[config.mk]
export PLATFORM = sky130hd
export DESIGN_NAME = rca_64
export DESIGN_NICKNAME = d
export VERILOG_FILES = /design/src/rtl/rca_pkg.sv /design/src/rtl/rca_64_full_adder.sv /design/src/rtl/rca_64.sv
export SDC_FILE = /design/constraint.sdc
export NUM_CORES = 1
export LEC_CHECK = 0
export CORE_ASPECT_RATIO = 1.2
export CORE_MARGIN = 4
export CORE_UTILIZATION = 45
export DETAILED_ROUTE_END_ITERATION = 6
export GPL_TIMING_DRIVEN = 0
export HOLD_SLACK_MARGIN = 0.1
export PLACE_DENSITY = 0.78
export SKIP_CTS_REPAIR_TIMING = 1
export SLEW_MARGIN = 20
export SYNTH_ARGS = -nofsm -noshare
export SYNTH_HDL_FRONTEND = slang
export SYNTH_SLANG_ARGS = --single-unit
[constraint.sdc]
create_clock -name clock -period 49.1 [get_ports clock]
set_clock_uncertainty 0.2 [all_clocks]
set_input_delay 4.91 -clock clock [delete_from_list [all_inputs] [get_ports clock]]
set_output_delay 4.91 -clock clock [all_outputs]
set_load 0.005 [all_outputs]
[src/rtl/rca_pkg.sv]
// Shared constants and types for the pipelined ripple-carry adder.
package rca_pkg;

    // Default operand/sum width
    localparam int unsigned RCA_WIDTH = 64;

    // Edges from operand sample to result visible on sum/crout
    localparam int unsigned RCA_LATENCY = 2;

    typedef logic [RCA_WIDTH-1:0] rca_word_t;

endpackage

[src/rtl/rca_64_full_adder.sv]
// One-bit combinational full adder; the ripple-chain cell of rca_64.
module full_adder (
    input  logic a,
    input  logic b,
    input  logic ci,
    output logic s,
    output logic co
);

    assign s  = a ^ b ^ ci;
    assign co = (a & b) | (a & ci) | (b & ci);

endmodule

[src/rtl/rca_64.sv]
// Two-stage pipelined ripple-carry adder: registered operands, WIDTH-cell
// full-adder chain, registered sum and carry-out.
// Optional macro RCA64_CARRY_IN_EN adds a registered carry-in port cin.
module rca_64
    import rca_pkg::*;
#(
    parameter int unsigned WIDTH = RCA_WIDTH
) (
    output logic [WIDTH-1:0] sum,
    output logic             crout,
    input  logic [WIDTH-1:0] op1,
    input  logic [WIDTH-1:0] op2,
`ifdef RCA64_CARRY_IN_EN
    input  logic             cin,
`endif
    input  logic             clock,
    input  logic             reset
);

    logic [WIDTH-1:0] op1_q;
    logic [WIDTH-1:0] op2_q;
    logic [WIDTH-1:0] sum_d;
    logic [WIDTH-1:0] sum_q;
    logic [WIDTH:0]   carry;
    logic             crout_d;
    logic             crout_q;

`ifdef RCA64_CARRY_IN_EN
    logic cin_q;

    // Stage 1 carry-in capture, sampled alongside the operands
    always_ff @(posedge clock or posedge reset) begin
        if (reset) begin
            cin_q <= 1'b0;
        end else begin
            cin_q <= cin;
        end
    end

    assign carry[0] = cin_q;
`else
    assign carry[0] = 1'b0;
`endif

    // Stage 1: capture the operand pair
    always_ff @(posedge clock or posedge reset) begin
        if (reset) begin
            op1_q <= '0;
            op2_q <= '0;
        end else begin
            op1_q <= op1;
            op2_q <= op2;
        end
    end

    // Ripple chain: no lookahead, the carry walks every bit position
    for (genvar i = 0; i < WIDTH; i++) begin : g_chain
        full_adder u_fa (
            .a  (op1_q[i]),
            .b  (op2_q[i]),
            .ci (carry[i]),
            .s  (sum_d[i]),
            .co (carry[i+1])
        );
    end

    assign crout_d = carry[WIDTH];

    // Stage 2: capture the rippled sum and the MSB carry-out
    always_ff @(posedge clock or posedge reset) begin
        if (reset) begin
            sum_q   <= '0;
            crout_q <= 1'b0;
        end else begin
            sum_q   <= sum_d;
            crout_q <= crout_d;
        end
    end

    assign sum   = sum_q;
    assign crout = crout_q;

endmodule

==> out/summary.txt, run 1 <==
Max cap viols: 0
Synthesized cell area: 6130 um2
1st-iter DRT viols: 141
Root Driver: clkbuf_16
Most common cell after layout, fill and taps aside: clkdlybuf4s50_1
H-Tree Level Count: 4
Biggest cell delay along the critical path: 0.50 ns
Clk slew on worst S/H paths: 0.07 ns
Clk_lat worst skew: 0.42 ns
Reg2reg setup slack: 21.92 ns
Width of the die: 115 um
Post-synthesis xor/xnor area fraction: 0%
Synth cell types: 4
GRT Residual Overflow: 0
DR vias: 2909
First-pass GRT wire length: 18500 um
Synth Area in Compound Gates: 0%
Cells after Synth: 263
DR DRC count: 0
Final net count: 671
Detail Route Antenna Nets: 0
PD cells: 43.3 nW/um2
Largest net degree at the start of global routing: 114
CP dominant cell by count: fa_1
Outcome: complete, no violations
WL/cell: 17.3 um
Ant. Diodes: 0
CP required: 49.26 ns
Num CTS Buffers: 17
Synth Register Bits: 193
Post-Route WL: 11400 um
Number of antenna violations at the first check in global routing: 0
Adder-Cell Fraction of Synth Area: 20.8%
Rows: 46
Max Slew Vio Count: 0
CTS tree: built
Final period utilization: 55.4%
CTS max path bufs: 2
Worst Hold Class: reg -> reg
Pre-antenna DRT Iters: 4
Commonest cells after routing, fill and taps aside: clkdlybuf4s50_1, dfrtp_1, fa_1
Simple-gate area share of the yosys netlist: 0%
Worst Setup Start Kind: flop
Setup TNS Final: 0 ns
WS Path Type: reg -> reg
Fraction of layout cells with a size suffix above 1: 6.94%
GRT Total Usage: 16.4%
Post-synthesis mux area share: 0%
RSZ-0062 raised after global routing: false
Gpl congestion: 0.799
Slowest CP cell: fa_1
Number of global-route vias before repair: 3610
Combinational family with the most area after synthesis: adder cells
Maximum VDD drop: 0.0302 mV
Yosys Warn Count: 0
Register area share after synthesis: 78.8%
Worst r2r src: op2_q[0]$_DFF_PP0_
HPWL after DPL: 8450 um
Worst Hold Slack: 0.267 ns
Setup crit start: op2_q[0]$_DFF_PP0_
Initial Util: 46.1%
I/O Buffers: 194
Tightest Pin Transition: 0.554 ns
Final-report setup violation count: 0
Crit path time final: 27.18 ns
Number of vias per cell: 4.42
Crit path max fanout: 1
I/O Pins: 195
Final Hold Vio Count: 0
Hold Path Origin: op1_q[0]$_DFF_PP0_
Rel. slew slack: 63.1%
Die area: 15600 um2
Core ar.: 13300 um2
CTS Sinks: 193
Critical Path End Type: flop
Fillers: 896
Leakage: 3.86 nW
Synth Area per Inst: 23.3 um2
Fmax: 0.0368 GHz
Synth Net Count: 457
Die height: 136 um
CP arrival: 27.35 ns
Synthesis-to-finish area growth: 47.1%
[report_power, final]
group	leakage [nW]	switching, mW	internal, mW	total [mW]
logic	1.27	0.0172	0.0328	0.0500
registers	2.25	0.00626	0.175	0.181
clock network	0.335	0.0578	0.101	0.159
[area by class of cell]
cell class / instances / area, um2 / share of cell area (%)
flip-flops and latches: 193 / 4830 / 53.6
clock inverters: 15 / 274 / 3.04
repair buffers: 195 / 1970 / 21.9
multi-input cells: 64 / 1270 / 14.1
well taps: 168 / 210 / 2.33
clock buffers: 17 / 425 / 4.72
inverters: 6 / 30.0 / 0.333
[worst max-delay path: cells and delay by family, from the launching register on]
kind	cells	cell delay, ns
adder cells (fa/ha/maj)	64	26.40
flip-flops	1	0.37
buffers and inverters	2	0.15
[path summary, 6_finish.rpt]
kind / to / depth (start not counted)
max in group asynchronous: sum[42]$_DFF_PP0_ / 3
hold / removal: sum[0]$_DFF_PP0_ / 1
min in group asynchronous: op1_q[19]$_DFF_PP0_ / 2
hold reg to reg: sum[0]$_DFF_PP0_ / 1
setup / recovery: sum[63]$_DFF_PP0_ / 66
setup reg to reg: sum[63]$_DFF_PP0_ / 66
[synth_stat cells]
| cell type | number | area [um2] |
|---|---|---|
| dfrtp_1 | 193 | 4830 |
| ha_1 | 1 | 12.5 |
| fa_1 | 63 | 1260 |
| inv_1 | 6 | 22.5 |
[logic make-up after synthesis]
| kind of cell | count (synthesis) |
|---|---|
| buffers and inverters | 6 |
| flip-flops | 193 |
| adder cells (fa/ha/maj) | 64 |
[per-layer routing]
layer  wire [um]  GRT usage [%]  vias to the layer above
li1            -              -                     1232
met1        3940           19.2                     1526
met2        6240           27.0                      126
met3         852           5.97                       25
met4         346           7.39                        0
met5           0              0                        -
[sequential cells by signal, indices dropped and copies added (netlist names)]
| name | count |
|---|---|
| op1_q | 64 |
| crout | 1 |
| op2_q | 64 |
| sum | 64 |
[through the flow]
stage               cell area [um2]  std cells  utilization, %  setup WS (ns)  power (mW)
finish                         9010        658            67.8          21.92       0.390
global route                   9010        658            67.8          20.98       0.409
CTS                            9010        658            67.8          21.65       0.397
detailed placement             8310        626            62.5          21.82       0.235
global placement               8280        625            62.3          22.16       0.232
floorplan                      6130        263               -          23.25       0.196
No activity file was read; power rests on OpenSTA's default activity.
==> run 2: changes to the inputs <==
- CORE_UTILIZATION: 45 -> 41
- PLACE_DENSITY: 0.78 -> 0.75
- clock period: 49.1 -> 24.8 ns (I/O delays scaled with it)
==> run 2 against run 1 <==
Effect of this change: core utilization fell by 5.3 points; largest cell class unchanged; register-to-register slack got worse by 21 ns; via count fell by 2.6%; non-clock buffer count did not move; critical endpoint unchanged; largest power group unchanged.
==> out/summary.txt, run 2 (synthesis results as in run 1) <==
Worst Hold Slack: 0.280 ns (+0.0133 ns)
Largest net degree at the start of global routing: 119 (+4.4%)
P_sw: 0.163 mW (+100%)
Number of global-route vias before repair: 3534 (-2.1%)
Max Slew Vio Count: 0 (unchanged)
Outcome: complete, no violations
Rows: 48 (+4.3%)
Clock Power Share: 37.0% (-3.8 points)
Core ar.: 14500 um2 (+9.3%)
Number of antenna violations at the first check in global routing: 0 (unchanged)
DP Worst Slack: -1.08 ns (-22.90 ns)
Final-report setup violation count: 0 (unchanged)
Number of vias per cell: 4.11 (-7.1%)
Hold Path Origin: op2_q[0]$_DFF_PP0_
Worst Setup Start Kind: flop
H-Tree Level Count: 4 (unchanged)
Pint: 0.566 mW (+83%)
Flop pwr share: 49.3% (+2.9 points)
Post-Route WL: 11100 um (-2.5%)
Ant. Diodes: 0 (unchanged)
Final Hold Vio Count: 0 (unchanged)
HPWL after DPL: 8210 um (-2.9%)
Biggest cell delay along the critical path: 0.42 ns (-0.08 ns)
Fillers: 1055 (+18%)
CTS max path bufs: 2 (unchanged)
Final period utilization: 97.5% (+42 points)
CP required: 24.96 ns (-24.30 ns)
Commonest cells after routing, fill and taps aside: clkdlybuf4s50_1, dfrtp_1, fa_2
Comb pwr share: 13.8% (+1.0 points)
WL/cell: 16.1 um (-7.0%)
Leakage: 3.76 nW (-2.6%)
Max cap viols: 0 (unchanged)
Multi-input gate area: 1410 um2 (+11%)
Pre-antenna DRT Iters: 3 (-1)
Fraction of layout cells with a size suffix above 1: 18.0% (+11 points)
PD cells: 80.2 nW/um2 (+85%)
GRT Residual Overflow: 0 (unchanged)
Die height: 142 um (+4.5%)
Placed insts: 658 (+5.1%)
I/O Buffers: 194 (unchanged)
Clk slew on worst S/H paths: 0.07 ns (about the same)
Pwr Total: 0.729 mW (+87%)
DR DRC count: 0 (unchanged)
Most common cell after layout, fill and taps aside: clkdlybuf4s50_1
Detail Route Antenna Nets: 0 (unchanged)
Root Driver: clkbuf_16
Clk_lat worst skew: 0.42 ns (about the same)
Final worst slack: 0.626 ns (-21.29 ns)
Design area: 9080 um2 (+0.78%)
Width of the die: 120 um (+4.4%)
Area post-placement: 8410 um2 (+1.1%)
DR vias: 2833 (-2.6%)
I/O Pins: 195 (unchanged)
Post-layout util: 62.5% (-5.3 points)
Register area: 4830 um2 (unchanged)
Maximum VDD drop: 0.0464 mV (+54%)
Initial Util: 42.1% (-3.9 points)
First-pass GRT wire length: 17800 um (-3.7%)
Gpl congestion: 0.739 (-7.5%)
Setup crit start: op1_q[0]$_DFF_PP0_
Synthesis-to-finish area growth: 48.3%
Final net count: 671 (unchanged)
Critical Path End Type: flop
Die area: 17000 um2 (+9.1%)
Crit path max fanout: 1 (unchanged)
1st-iter DRT viols: 107 (-24%)
WS Path Type: reg -> reg
Crit path time final: 24.17 ns (-3.01 ns)
GRT Total Usage: 14.1% (-2.3 points)
Slowest CP cell: fa_1
Fmax: 0.0414 GHz (+12%)
CTS tree: built
Rel. slew slack: 61.3% (-1.8 points)
CTS Sinks: 193 (unchanged)
CP dominant cell by count: fa_2
Tightest Pin Transition: 0.581 ns (+0.0269 ns)
Worst r2r src: op1_q[0]$_DFF_PP0_
Switching Fraction: 22.4% (+1.5 points)
CP arrival: 24.33 ns (-3.02 ns)
Worst Hold Class: reg -> reg
Fin cells: 690 (+4.9%)
Setup TNS Final: 0 ns (unchanged)
Reg2reg setup slack: 0.63 ns (-21.29 ns)
Num CTS Buffers: 17 (unchanged)
## run 2: cell types whose count changed in the layout (fill, tap and decap cells not counted), sizes merged
cell      before  now
clkinv         2    4
clkinvlp       2    4
clkbuf        17   18
bufinv         7    2
## run 2: power groups by stage
stage	clock [mW]	sequential [mW]	combinational [mW]
floorplan	0	0.366	0.0222
global placement	0	0.364	0.0969
detailed placement	0	0.365	0.102
CTS	0.277	0.359	0.102
global route	0.291	0.363	0.111
finish	0.269	0.359	0.100
## run 2: final cells by class
class / count / share of cell area [%]
sequential: 193 / 53.2
multi-input combinational: 64 / 15.5
clock buffer: 18 / 4.84
tap: 200 / 2.76
clock inverter: 14 / 1.71
timing repair buffer: 195 / 21.7
inverter: 6 / 0.331
## run 2: per-layer routing
layer / routed length, um / part of all wire (%) / track usage [%] / vias to the layer above
li1: - / - / - / 1233
met1: 4080 / 37 / 16.8 / 1460
met2: 6020 / 54 / 23.5 / 121
met3: 792 / 7.1 / 5.26 / 19
met4: 210 / 1.9 / 5.43 / 0
met5: 0 / 0 / 0 / -
## run 2: critical path, delay by kind of cell (launching register included)
family / cells / cell delay, ns
DFF: 1 / 0.37
adders and majority gates: 64 / 23.40
buffers and inverters: 2 / 0.15
## run 2: path summary, 6_finish.rpt
kind | endpoint | depth (start not counted)
setup / recovery | sum[63]$_DFF_PP0_ | 66
hold / removal | sum[0]$_DFF_PP0_ | 1
min in group asynchronous | sum[13]$_DFF_PP0_ | 2
setup reg to reg | sum[63]$_DFF_PP0_ | 66
hold reg to reg | sum[0]$_DFF_PP0_ | 1
max in group asynchronous | sum[34]$_DFF_PP0_ | 3
